[src/rtl/pe_adder_arbiter.sv]
// pe_adder_arbiter
//   Round-robin sequencer that shares one PE adder among N requesters. It accepts
//   one operand pair from the granted requester and issues it to the adder. It
//   waits for the sum and returns it to that same requester, then re-arbitrates.
//   Only one transaction is in flight at any time.
// Ports
//   clk, rst_n              rising-edge clock, async active-low reset
//   req_valid/req_ready     per-requester operand handshake (ready is one-hot)
//   req_a, req_b            packed operands, slice i = [i*DWIDTH +: DWIDTH]
//   add_valid/add_ready     operand handshake towards the adder
//   add_a, add_b            operands to the adder, held until accepted
//   add_res_valid/_ready    sum handshake from the adder
//   add_res                 sum from the adder
//   rsp_valid/rsp_ready     per-requester sum handshake (valid is one-hot)
//   rsp_data                returned sum on a shared bus
//   busy                    high whenever a transaction is in progress
//   done_cnt                completed transactions, wraps modulo 2^CNT_W
module pe_adder_arbiter #(
   parameter int unsigned N      = 4,
   parameter int unsigned DWIDTH = 8,
   parameter int unsigned CNT_W  = 16
) (
   input  logic                  clk,
   input  logic                  rst_n,
   input  logic [N-1:0]          req_valid,
   input  logic [N*DWIDTH-1:0]   req_a,
   input  logic [N*DWIDTH-1:0]   req_b,
   output logic [N-1:0]          req_ready,
   output logic                  add_valid,
   input  logic                  add_ready,
   output logic [DWIDTH-1:0]     add_a,
   output logic [DWIDTH-1:0]     add_b,
   input  logic                  add_res_valid,
   output logic                  add_res_ready,
   input  logic [DWIDTH-1:0]     add_res,
   output logic [N-1:0]          rsp_valid,
   input  logic [N-1:0]          rsp_ready,
   output logic [DWIDTH-1:0]     rsp_data,
   output logic                  busy,
   output logic [CNT_W-1:0]      done_cnt
);

   localparam int unsigned PW = (N > 1) ? $clog2(N) : 1;

   localparam logic [1:0] ST_IDLE   = 2'd0;
   localparam logic [1:0] ST_ISSUE  = 2'd1;
   localparam logic [1:0] ST_WAIT   = 2'd2;
   localparam logic [1:0] ST_RETURN = 2'd3;

   logic [1:0]        state_q,    state_d;
   logic [PW-1:0]     rr_ptr_q,   rr_ptr_d;
   logic [PW-1:0]     grant_q,    grant_d;
   logic [DWIDTH-1:0] add_a_q,    add_a_d;
   logic [DWIDTH-1:0] add_b_q,    add_b_d;
   logic [DWIDTH-1:0] rsp_data_q, rsp_data_d;
   logic [CNT_W-1:0]  done_cnt_q, done_cnt_d;

   logic [PW-1:0]     sel;
   logic              sel_found;
   logic [N-1:0]      sel_oh;
   logic [N-1:0]      grant_oh;

   // First valid requester at or after rr_ptr, wrapping modulo N.
   always_comb begin
      sel       = '0;
      sel_found = 1'b0;
      for (int unsigned k = 0; k < N; k++) begin
         if (!sel_found && req_valid[(32'(rr_ptr_q) + k) % N]) begin
            sel       = PW'((32'(rr_ptr_q) + k) % N);
            sel_found = 1'b1;
         end
      end
   end

   always_comb begin
      sel_oh             = '0;
      sel_oh[sel]        = sel_found;
      grant_oh           = '0;
      grant_oh[grant_q]  = 1'b1;
   end

   // Gated by rst_n so no accept is offered while reset is asserted.
   assign req_ready     = (rst_n && state_q == ST_IDLE) ? sel_oh : '0;
   assign add_valid     = (state_q == ST_ISSUE);
   assign add_res_ready = (state_q == ST_WAIT);
   assign rsp_valid     = (state_q == ST_RETURN) ? grant_oh : '0;
   assign add_a         = add_a_q;
   assign add_b         = add_b_q;
   assign rsp_data      = rsp_data_q;
   assign busy          = (state_q != ST_IDLE);
   assign done_cnt      = done_cnt_q;

   always_comb begin
      state_d    = state_q;
      rr_ptr_d   = rr_ptr_q;
      grant_d    = grant_q;
      add_a_d    = add_a_q;
      add_b_d    = add_b_q;
      rsp_data_d = rsp_data_q;
      done_cnt_d = done_cnt_q;
      case (state_q)
         ST_IDLE: begin
            if (sel_found) begin
               add_a_d = req_a[sel*DWIDTH +: DWIDTH];
               add_b_d = req_b[sel*DWIDTH +: DWIDTH];
               grant_d = sel;
               state_d = ST_ISSUE;
            end
         end
         ST_ISSUE: begin
            if (add_ready) state_d = ST_WAIT;
         end
         ST_WAIT: begin
            if (add_res_valid) begin
               rsp_data_d = add_res;
               state_d    = ST_RETURN;
            end
         end
         ST_RETURN: begin
            // Only the granted requester's rsp_ready completes the transfer.
            if (rsp_ready[grant_q]) begin
               done_cnt_d = done_cnt_q + CNT_W'(1);
               rr_ptr_d   = (grant_q == PW'(N - 1)) ? '0 : grant_q + PW'(1);
               state_d    = ST_IDLE;
            end
         end
         default: state_d = ST_IDLE;
      endcase
   end

   always_ff @(posedge clk or negedge rst_n) begin
      if (!rst_n) begin
         state_q    <= ST_IDLE;
         rr_ptr_q   <= '0;
         grant_q    <= '0;
         add_a_q    <= '0;
         add_b_q    <= '0;
         rsp_data_q <= '0;
         done_cnt_q <= '0;
      end else begin
         state_q    <= state_d;
         rr_ptr_q   <= rr_ptr_d;
         grant_q    <= grant_d;
         add_a_q    <= add_a_d;
         add_b_q    <= add_b_d;
         rsp_data_q <= rsp_data_d;
         done_cnt_q <= done_cnt_d;
      end
   end

endmodule

[config.mk]
export PLATFORM = sky130hd
export DESIGN_NAME = pe_adder_arbiter
export DESIGN_NICKNAME = d
export VERILOG_FILES = /design/src/rtl/pe_adder_arbiter.sv
export SDC_FILE = /design/constraint.sdc
export NUM_CORES = 1
export LEC_CHECK = 0
export BUFFER_PORTS_ARGS = -buffer_cell sky130_fd_sc_hd__buf_2
export CAP_MARGIN = 20
export CORE_ASPECT_RATIO = 1.5
export CORE_MARGIN = 8
export CORE_UTILIZATION = 50
export DETAILED_ROUTE_END_ITERATION = 8
export PLACE_DENSITY = 0.86
export SLEW_MARGIN = 20
export SYNTH_ARGS = -nofsm -noshare
export SYNTH_HDL_FRONTEND = slang
export SYNTH_SLANG_ARGS = --single-unit
[constraint.sdc]
create_clock -name clk -period 3.4 [get_ports clk]
set_input_delay 0.68 -clock clk [delete_from_list [all_inputs] [get_ports clk]]
set_output_delay 0.68 -clock clk [all_outputs]
set_load 0.005 [all_outputs]
==> summary.md, run 1 <==
| Metric | Value |
|---|---|
| Placed Cells incl. Taps | 478 |
| Port bufs | 134 |
| Critical path's largest stage delay | just over 600 ps |
| Startpoint types | primary input |
| CTS tree | yes |
| Die X | 77.1 um |
| HPWL after DPL | 6670 um |
| Worst-skew pair later-pin latency | ~300 ps |
| Clock skew | 7.97 ps |
| Initial Util | approximately half |
| Max Slew Vio Count | 0 |
| Register bit total from synthesis | 46 |
| Top post-synthesis cells by area | dfrtp_1 41%, a22oi_1 4.6%, and3_1 4.5%, ha_1 4.5%, o211ai_1 4.3% |
| Post-synth EDFFs | 0 |
| Area Overhead vs Synth | 29.8% |
| Worst path cell trace | buf_2, or3_4, o21a_1, nand2_1, nor2_1, buf_2 |
| I/O pin total | about 140 |
| Grt met1 use | 20.0% |
| Crit-path max FO | 21 |
| Chip height | between 100 and 150 um |
| Synth Area in XOR/XNOR | roughly 4.7% |
| Synthesized-area fraction occupied by adder cells | 4.47% |
| M3 GR Usage | 6.44% |
| Worst Setup SP | req_valid[2] |
| Drt pass-1 iters | 5 |
| Routed Antenna Nets | 0 |
| Max-cap viol count | 0 |
| Clock sinks | 46 |
| Net Count, Synth | 381 |
| Unrepaired setup endpoints after global routing | no |
| First-pass GRT wire length | about 14000 um |
| Iter 0 DRT Violations | 86 |
| Overflow after GRT | 0 |
| Number of fill cells | 483 |
| Fin nets | 509 |
| Commonest non-fill, non-tap cell in the layout | buf_2 |
| Synth Flop Type | dfrtp_1 |
| Largest family of logic cells by synthesized area | compound AO/OA/AOI/OAI gates |
| Drt total wl | 8440 um |
| Routed vias | 2737 |
| Post-synth top area cell | dfrtp_1 |
| H-tree Lvls | 2 |
| Hold buffers post-CTS | 0 |
| Root Buffer | clkbuf_8 |
| Grt peak-use layer | met2 |
| GP Congestion | 0.819 |
| Sequential area share after synthesis | 41.1% |
| CP most frequent cell | buf_2 |
| Async SR Flop Fraction | 100% |
| Slew at the pin with the worst max-slew slack | roughly 750 ps |
| Yosys cell types | 42 |
| Post-synthesis mux area share | around 4.8% |
| Postcts setup bufs | 0 |
| CP Class | in2out |
| GRT Overall Usage | 20.2% |
| Final Total Pwr | 0.00271 W |
| Largest net degree at the start of global routing | 39 |
| Final TNS setup | 0 ps |
| Fmax | 347 MHz |
| Leakage | 1.84 nW |
| Simple-gate share of the synthesized area | between 10% and 20% |
| Most frequent cells in the layout | 134 x buf_2, 46 x dfrtp_1, 22 x nor2_1 |
| Via density | 5.63 |
| Resize count post-CTS | 0 |
| Final setup vio count | 0 |
| DRC | 0 |
| Worst-case vdd ir drop | 0.322 mV |
| Non-Filler Instances | 486 |
| Row count | 33 |
| WL/cell | 17.4 um |
| Slowest stage cell on the critical path | o21a_1 |
| Fin crit period | 2880 ps |
| Hold Vio Cnt, Final | 0 |
| Vias in the first global route | 2998 |
| CTS Buf Count | 5 |
| Synth Area in Compound Gates | about 23% |
| Power per cell area | 745 nW/um^2 |
| Syn Inst Count | 287 |
| Hold WC Path Type | in2async |
| Core area | 5450 um^2 |
| CP arrival | 2200 ps |
| Netlist Area Pre-Place | approximately 2800 um^2 |
| Clock slew at reported path FFs | 90 ps |
| Met2 usage | 39.1% |
| Share of cells above drive strength 1 | 40.4% |
| Clock Path Buffers | 2 |
| Crit path required time | between 2000 and 3000 ps |
| Max_slew headroom | 49.7% |
| Initial antenna violation count | 0 |
| Die area | approximately 8300 um^2 |
| Worst r2r src | state_q[0] |
| Synth top area share | 41.1% |
| CP Capture Type | primary output |
| Synth Warn # | 0 |
| Status | finished, final reports clean |
| Synth Area per Inst | 9.75 um^2 |
| Antenna Cells | 0 |
| Final period utilization | roughly 85% |
## cell families after synthesis
family / count (synthesis)
buf+inv: 33
xor+xnor: 15
mux: 11
simple gates: 83
fa+ha+maj: 10
compound gates: 89
flops: 46
## per-layer routing
layer	up-vias	share of wire, %
li1	1308	-
met1	1322	37
met2	100	55
met3	7	6.9
met4	0	1.0
met5	-	0
## Yosys cell counts (2+ instances only)
master	count
a21oi_1	20
a21oi_2	2
a22oi_1	17
a31oi_1	16
and2_1	6
and3_1	20
and4_1	3
buf_2	6
buf_6	5
clkbuf_1	9
dfrtp_1	46
ha_1	10
inv_1	12
mux2_2	8
nand2_1	12
nand2b_1	2
nand3_1	4
nand4_1	6
nor2_1	22
o211ai_1	16
o21a_1	3
o21ai_0	4
o21ai_1	2
o221ai_1	2
o311ai_4	2
or2_2	2
or3_1	2
xnor2_1	12
xor2_1	3
## stage by stage
step           instance area (um^2)  utilization [%]  hold WS (ps)  worst slack [ps]
2_1_floorplan                  2800                -           384               892
3_3_place_gp                   3490             64.0           458               552
3_5_place_dp                   3490             64.0           476               539
4_1_cts                        3630             66.6           254               534
5_1_grt                        3630             66.6           258               313
6_report                       3630             66.6           252               521
## registers in the layout (all words and copies together) (netlist names)
signal / cells
done_cnt: 16
add_a: 8
add_b: 8
rsp_data: 8
grant_q: 2
rr_ptr_q: 2
state_q: 2
## final timing paths
kind / cells after the start / slack (ps) / endpoint
worst min register to register: 1 / 480 / done_cnt[15]
min in group clk: 1 / 480 / done_cnt[15]
max in group asynchronous: 2 / 2380 / rsp_data[1]
worst max-delay path: 6 / 520 / req_ready[2]
worst min-delay path: 1 / 250 / add_b[3]
worst max register to register: 5 / 1520 / grant_q[1]
## power by group
part | leakage [nW] | switching (W) | total, W | internal, W
clock | 0.0714 | 0.000190 | 0.000504 | 0.000314
combinational | 1.20 | 0.000691 | 0.00128 | 0.000585
sequential | 0.560 | 0.000166 | 0.000925 | 0.000759
total | 1.84 | 0.00105 | 0.00271 | 0.00166
## layout make-up
type	instances	area, um^2	area share [%]
clock buffer	6	82.6	2.27
clock inverter	2	60.1	1.65
inverter	12	45.0	1.24
multi-input combinational	208	1470	40.6
sequential	46	1150	31.7
tap	70	87.6	2.41
timing repair buffer	142	731	20.1
## critical path: cells and delay by family
family | cells | cell delay (ps)
simple gates | 3 | 540
buf+inv | 2 | 350
compound gates | 1 | 620
Power figures use the tool's default switching activity.
==> inputs of run 2 (changes only) <==
--- a/config.mk
+++ b/config.mk
@@ -9,9 +9,9 @@
 export CAP_MARGIN = 20
 export CORE_ASPECT_RATIO = 1.5
 export CORE_MARGIN = 8
-export CORE_UTILIZATION = 50
+export CORE_UTILIZATION = 47
 export DETAILED_ROUTE_END_ITERATION = 8
-export PLACE_DENSITY = 0.86
+export PLACE_DENSITY = 0.81
 export SLEW_MARGIN = 20
 export SYNTH_ARGS = -nofsm -noshare
 export SYNTH_HDL_FRONTEND = slang
==> constraint.sdc (replaced) <==
create_clock -name clk -period 2.8 [get_ports clk]
set_input_delay 0.56 -clock clk [delete_from_list [all_inputs] [get_ports clk]]
set_output_delay 0.56 -clock clk [all_outputs]
set_load 0.005 [all_outputs]
==> summary.md, run 2 (synthesis results as in run 1) <==
| Metric | Value |
|---|---|
| Fin crit period | 2570 ps |
| Clock skew | 6.35 ps (-1.62 ps) |
| CP Capture Type | primary output |
| First-pass GRT wire length | 13900 um (-0.14%) |
| Non-Filler Instances | 490 (+0.82%) |
| Max_slew headroom | 64.0% (+14 points) |
| Final TNS setup | 0 ps (unchanged) |
| GRT Overall Usage | 19.4% (-0.85 points) |
| Root Buffer | clkbuf_8 |
| WL/cell | 17.4 um (+0.14%) |
| HPWL after DPL | 6640 um (-0.39%) |
| Leakage | 1.82 nW (-0.71%) |
| Antenna Cells | 0 (unchanged) |
| Share of cells above drive strength 1 | 40.4% (+0.046 points) |
| Max reg flops | 16 (unchanged) |
| Overflow after GRT | 0 (unchanged) |
| Fmax | slightly below 400 MHz |
| Placed Cells incl. Taps | 482 (+0.84%) |
| Drt pass-1 iters | 5 (unchanged) |
| Area Overhead vs Synth | 28.6% |
| Hold WC Path Type | in2async |
| Postcts setup bufs | 0 (unchanged) |
| GP Congestion | 0.838 (+2.3%) |
| Worst-skew pair later-pin latency | 300 ps (about the same) |
| DRC | 0 (unchanged) |
| Crit path required time | 2240 ps (-480 ps) |
| Port bufs | 134 (unchanged) |
| Hold buffers post-CTS | 0 (unchanged) |
| Critical path's largest stage delay | 510 ps (-110 ps) |
| Finished Core Util | 62.2% (-4.4 points) |
| CTS tree | yes |
| Via density | 5.53 (-1.7%) |
| Clock Path Buffers | 2 (unchanged) |
| Final period utilization | 91.6% |
| Worst-case vdd ir drop | 0.404 mV (+25%) |
| Commonest non-fill, non-tap cell in the layout | buf_2 |
| Resize count post-CTS | 0 (unchanged) |
| I/O pin total | 135 (unchanged) |
| Unrepaired setup endpoints after global routing | no |
| Vias in the first global route | 2940 (-1.9%) |
| Chip height | 110 um (+2.7%) |
| Startpoint types | register |
| Row count | 34 (+3.0%) |
| CP Class | reg2out |
| Iter 0 DRT Violations | 110 (+28%) |
| Power per cell area | 866 nW/um^2 (+16%) |
| Routed vias | 2712 (-0.91%) |
| Die X | 79.0 um (+2.5%) |
| Worst Reg2Reg Path Length in Cells | 6 (+1) |
| Status | finished, final reports clean |
| Number of buffers and inverters on the critical path | 2 (unchanged) |
| H-tree Lvls | 2 (unchanged) |
| Crit-path max FO | 15 (-29%) |
| Max Slew Vio Count | 0 (unchanged) |
| Slowest stage cell on the critical path | o21a_1 |
| Hold Vio Cnt, Final | 0 (unchanged) |
| CP arrival | 2010 ps (-190 ps) |
| Routed Antenna Nets | 0 (unchanged) |
| Fin nets | 511 (+0.39%) |
| Clock slew at reported path FFs | 90 ps (about the same) |
| Initial antenna violation count | 0 (unchanged) |
| Drt total wl | 8520 um (+0.96%) |
| Worst path cell trace | inv_1, ha_1, o21a_1, nand2_1, nor2_1, buf_2 |
| CTS Buf Count | 5 (unchanged) |
| Clock sinks | 46 (unchanged) |
| Max-cap viol count | 0 (unchanged) |
| Largest net degree at the start of global routing | 43 (+10%) |
| Initial Util | 48.4% (-3.0 points) |
| Cell family with most CP delay | compound AO/OA/AOI/OAI gates |
| Core area | 5790 um^2 (+6.2%) |
| Die area | 8730 um^2 (+5.2%) |
| Most frequent cells in the layout | 134 x buf_2, 46 x dfrtp_1, 22 x nor2_1 |
| Slew at the pin with the worst max-slew slack | 538 ps (-216 ps) |
| Final setup vio count | 0 (unchanged) |
| Cell depth of the worst setup path | 6 (unchanged) |
run 2: cell types whose count changed in the layout (fill, tap and decap cells not counted), sizes merged:
| cell | delta |
|---|---|
| bufinv | -2 |
| clkbuf | +1 |
| clkinv | +1 |
| buf | +2 |
run 2: report_power, final:
group          internal, W  leakage, nW  total [W]  switching (W)
clock network     0.000200       0.0482   0.000422       0.000222
logic             0.000723         1.21    0.00158       0.000854
registers         0.000922        0.560    0.00112       0.000194
run 2: metal layers:
metal	GRT usage, %	routed length (um)
met4	8.82	218
met5	0	0
met1	21.8	3280
met3	4.71	667
met2	33.0	4360
run 2: worst paths after layout:
kind | to | slack (ps) | from
setup reg to reg | add_a[1] | 950 | state_q[0]
hold reg to reg | done_cnt[15] | 480 | done_cnt[15]
setup / recovery | req_ready[3] | 230 | state_q[0]
min in group clk | done_cnt[15] | 480 | done_cnt[15]
hold / removal | add_b[2] | 100 | rst_n
max in group asynchronous | grant_q[1] | 1910 | rst_n
run 2: area by class of cell:
cell class | instances | area [um^2]
Fill cell | 537 | 2190
Multi-Input combinational cell | 208 | 1470
Sequential cell | 46 | 1150
Timing Repair Buffer | 144 | 746
Tap cell | 72 | 90.1
Clock buffer | 7 | 86.3
Inverter | 12 | 45.0
Clock inverter | 1 | 5.00
run 2: per-stage QoR:
stage	hold WS (ps)	instance area [um^2]	total power (W)	worst slack, ps
final	103	3600	0.00312	234
after global routing	86.9	3600	0.00338	48.1
after CTS	89.9	3600	0.00315	229
after detailed placement	419	3510	0.00272	296
after global placement	422	3510	0.00266	332
after floorplan	264	2800	0.00214	532
==> inputs of run 3 (changes only) <==
--- a/config.mk
+++ b/config.mk
@@ -5,12 +5,14 @@
 export SDC_FILE = /design/constraint.sdc
 export NUM_CORES = 1
 export LEC_CHECK = 0
+export ABC_AREA = 1
 export BUFFER_PORTS_ARGS = -buffer_cell sky130_fd_sc_hd__buf_2
 export CAP_MARGIN = 20
 export CORE_ASPECT_RATIO = 1.5
 export CORE_MARGIN = 8
-export CORE_UTILIZATION = 47
+export CORE_UTILIZATION = 48
 export DETAILED_ROUTE_END_ITERATION = 8
+export MAX_ROUTING_LAYER = met4
 export PLACE_DENSITY = 0.81
 export SLEW_MARGIN = 20
 export SYNTH_ARGS = -nofsm -noshare
==> constraint.sdc (replaced) <==
create_clock -name clk -period 2.7 [get_ports clk]
set_input_delay 0.54 -clock clk [delete_from_list [all_inputs] [get_ports clk]]
set_output_delay 0.54 -clock clk [all_outputs]
set_load 0.005 [all_outputs]
==> summary.md, run 3 <==
| Metric | Value |
|---|---|
| CP arrival | 2010 ps (about the same) |
| Root Buffer | clkbuf_8 |
| Netlist Area Pre-Place | 3120 um^2 (+12%) |
| Number of fill cells | 582 (+8.4%) |
| Via density | 5.12 (-7.5%) |
| Simple-gate share of the synthesized area | 41.3% (+25 points) |
| Iter 0 DRT Violations | 183 (+66%) |
| Slowest stage cell on the critical path | dfrtp_2 |
| Cell family with most CP delay | simple AND/OR/NAND/NOR gates |
| Multi-input gate area | 1740 um^2 (+18%) |
| Initial antenna violation count | 0 (unchanged) |
| Worst-case vdd ir drop | 0.571 mV (+41%) |
| Synth Warn # | 0 (unchanged) |
| Max reg flops | 16 (unchanged) |
| Crit-path max FO | 19 (+4) |
| Crit path required time | 2160 ps (-80 ps) |
| Row count | 36 (+5.9%) |
| CP Class | reg2out |
| Most frequent cell after synthesis | nand2_1 |
| Share of cells above drive strength 1 | 33.6% (-6.9 points) |
| Hold_ws | 82.5 ps (-20.3 ps) |
| Drt pass-1 iters | 4 (-1) |
| Initial Util | 48.8% (+0.45 points) |
| Area Overhead vs Synth | 29.0% |
| H-tree Lvls | 2 (unchanged) |
| Net Count, Synth | 530 (+39%) |
| HPWL after DPL | 7270 um (+9.4%) |
| Clock slew at reported path FFs | 90 ps (about the same) |
| Clock skew | 9.53 ps (+3.18 ps) |
| Synthesized-area fraction occupied by adder cells | 4.01% (-0.46 points) |
| Largest net degree at the start of global routing | 41 (-4.7%) |
| I/O pin total | 135 (unchanged) |
| Sequential area share after synthesis | 36.9% (-4.3 points) |
| Post-synth top area cell | dfrtp_1 |
| Number of buffers and inverters on the critical path | 4 (+2) |
| Clock Path Buffers | 2 (unchanged) |
| Commonest cells post-synth | 215 x nand2_1, 46 x dfrtp_1, 36 x nand4_1, 24 x inv_1, 12 x buf_2 |
| Hold buffers post-CTS | 0 (unchanged) |
| Startpoint types | register |
| Clock sinks | 46 (unchanged) |
| Power per cell area | 1310 nW/um^2 (+51%) |
| DRC | 0 (unchanged) |
| Fmax | 392 MHz |
| Die area | 9390 um^2 (+7.6%) |
| WL/cell | 14.2 um (-18%) |
| Drt total wl | 9230 um (+8.3%) |
| CP Capture Type | primary output |
| Synth Flop Type | dfrtp_1 |
| Register bit total from synthesis | 46 (unchanged) |
| Final setup vio count | 0 (unchanged) |
| Post-Layout Inst Area | 4030 um^2 (+12%) |
| Final TNS setup | 0 ps (unchanged) |
| Critical path's largest stage delay | 440 ps (-70 ps) |
| Post-DP Area | 3850 um^2 (+9.7%) |
| CP most frequent cell | nand2_1 |
| Largest family of logic cells by synthesized area | simple AND/OR/NAND/NOR gates |
| Worst Setup Slack, final | 151 ps (-83.1 ps) |
| Commonest non-fill, non-tap cell in the layout | nand2_1 |
| Synth top area share | 36.9% (-4.3 points) |
| Die X | 81.8 um (+3.6%) |
| Slew at the pin with the worst max-slew slack | 500 ps (-37.6 ps) |
| First-pass GRT wire length | 14200 um (+1.6%) |
| CTS Buf Count | 5 (unchanged) |
| Routed Antenna Nets | 0 (unchanged) |
| Fin nets | 665 (+30%) |
| Most frequent cells in the layout | 214 x nand2_1, 134 x buf_2, 45 x dfrtp_1 |
| Antenna Cells | 0 (unchanged) |
| Final period utilization | a little over nine tenths |
| Hold WC Path Type | in2async |
| Top post-synthesis cells by area | dfrtp_1 37%, nand2_1 26%, nand4_1 7.2%, ha_1 4.0%, mux2_2 3.6% |
| Chip height | 115 um (+3.9%) |
| Syn Inst Count | 436 (+52%) |
| Synth Area in XOR/XNOR | 4.21% (-0.49 points) |
| Yosys cell types | 28 (-33%) |
| Area taken by flip-flops and latches | 1150 um^2 (+0.11%) |
| Overflow after GRT | 0 (unchanged) |
| Pre-CTS setup slack | 281 ps (-14.6 ps) |
| Leakage | 2.40 nW (+32%) |
| Vias in the first global route | 3223 (+9.6%) |
| Worst r2r src | grant_q[0] |
| Max-cap viol count | 0 (unchanged) |
| Unrepaired setup endpoints after global routing | no |
| Status | finished, final reports clean |
| Post-synth EDFFs | 0 (unchanged) |
| Async SR Flop Fraction | 100% (unchanged) |
| Worst-skew pair later-pin latency | 300 ps (about the same) |
| Routed vias | 3316 (+22%) |
| GRT Overall Usage | 19.2% (-0.17 points) |
| GP Congestion | 0.841 (+0.35%) |
| Post-synthesis mux area share | 3.61% (-1.2 points) |
| Max Slew Vio Count | 0 (unchanged) |
| Fin crit period | 2550 ps |
| Core area | 6400 um^2 (+11%) |
| Worst Setup SP | rr_ptr_q[0] |
| Synth Area per Inst | 7.16 um^2 (-27%) |
| Worst path cell trace | clkbuf_2, nand2_1, nand3_1, nand2_1, inv_1, nand3_4, nand2_2, inv_6, nand2_1, nor3_2, buf_2 |
| Max_slew headroom | 66.7% (+2.6 points) |
| Synth Area in Compound Gates | 2.16% (-21 points) |
| Port bufs | 134 (unchanged) |
| CTS tree | yes |
| Hold Vio Cnt, Final | 0 (unchanged) |
[run 3: cell count changes after synthesis, sizes merged, moves of 8 or more]
cell / delta
nand2: +214
nand4: +30
a21oi: -21
and3: -19
inv: +18
a22oi: -17
o211ai: -16
a31oi: -15
nor2: -13
nand3: +9
xnor2: -8
xor2: +8
[run 3: power breakdown]
group	switching, W	internal [W]	leakage (nW)
combinational	0.00219	0.00130	1.76
sequential	0.000207	0.000970	0.576
clock	0.000246	0.000371	0.0683
[run 3: cell families (layout without fill, tap and decap cells)]
kind of cell / count (synthesis) / count (layout)
AO/OA/AOI/OAI: 13 / 13
XOR/XNOR: 15 / 15
adder cells (fa/ha/maj): 10 / 10
buffers and inverters: 49 / 185
flip-flops: 46 / 46
multiplexers: 10 / 10
AND/OR/NAND/NOR: 293 / 293
[run 3: per-layer routing]
| metal | GRT usage (%) | part of all wire [%] | vias to the layer above |
|---|---|---|---|
| met2 | 33.9 | 52 | 126 |
| met5 | - | 0 | - |
| met3 | 3.83 | 7.8 | 23 |
| met4 | 8.00 | 2.6 | 0 |
| met1 | 19.8 | 38 | 1514 |
| li1 | - | - | 1653 |
[run 3: per-stage QoR]
step           power, W  util [%]  std cells
2_1_floorplan   0.00374         -        436
3_3_place_gp    0.00451      60.1        638
3_5_place_dp    0.00459      60.1        638
4_1_cts         0.00523      62.3        646
5_1_grt         0.00582      63.0        648
6_report        0.00528      63.0        648
[run 3: repair_timing]
| action | in CTS | in global routing |
|---|---|---|
| resized for setup | 1 | 6 |
| endpoints found under the setup margin | 1 | 2 |
| setup buffers | 0 | 2 |
[run 3: final cells by class]
cell class	count	share of cell area, %
multi-input cells	341	43.2
flip-flops and latches	46	28.6
repair buffers	147	19.3
inverters	30	3.11
well taps	76	2.36
clock buffers	5	1.71
clock inverters	3	1.71
[run 3: path summary, 6_finish.rpt]
kind | endpoint | slack [ps] | cells after the start
hold / removal | add_b[2] | 80 | 1
hold reg to reg | add_b[1] | 490 | 2
setup / recovery | req_ready[0] | 150 | 11
min in group clk | rsp_data[7] | 460 | 2
setup reg to reg | done_cnt[14] | 620 | 12
max in group asynchronous | rr_ptr_q[0] | 1830 | 2
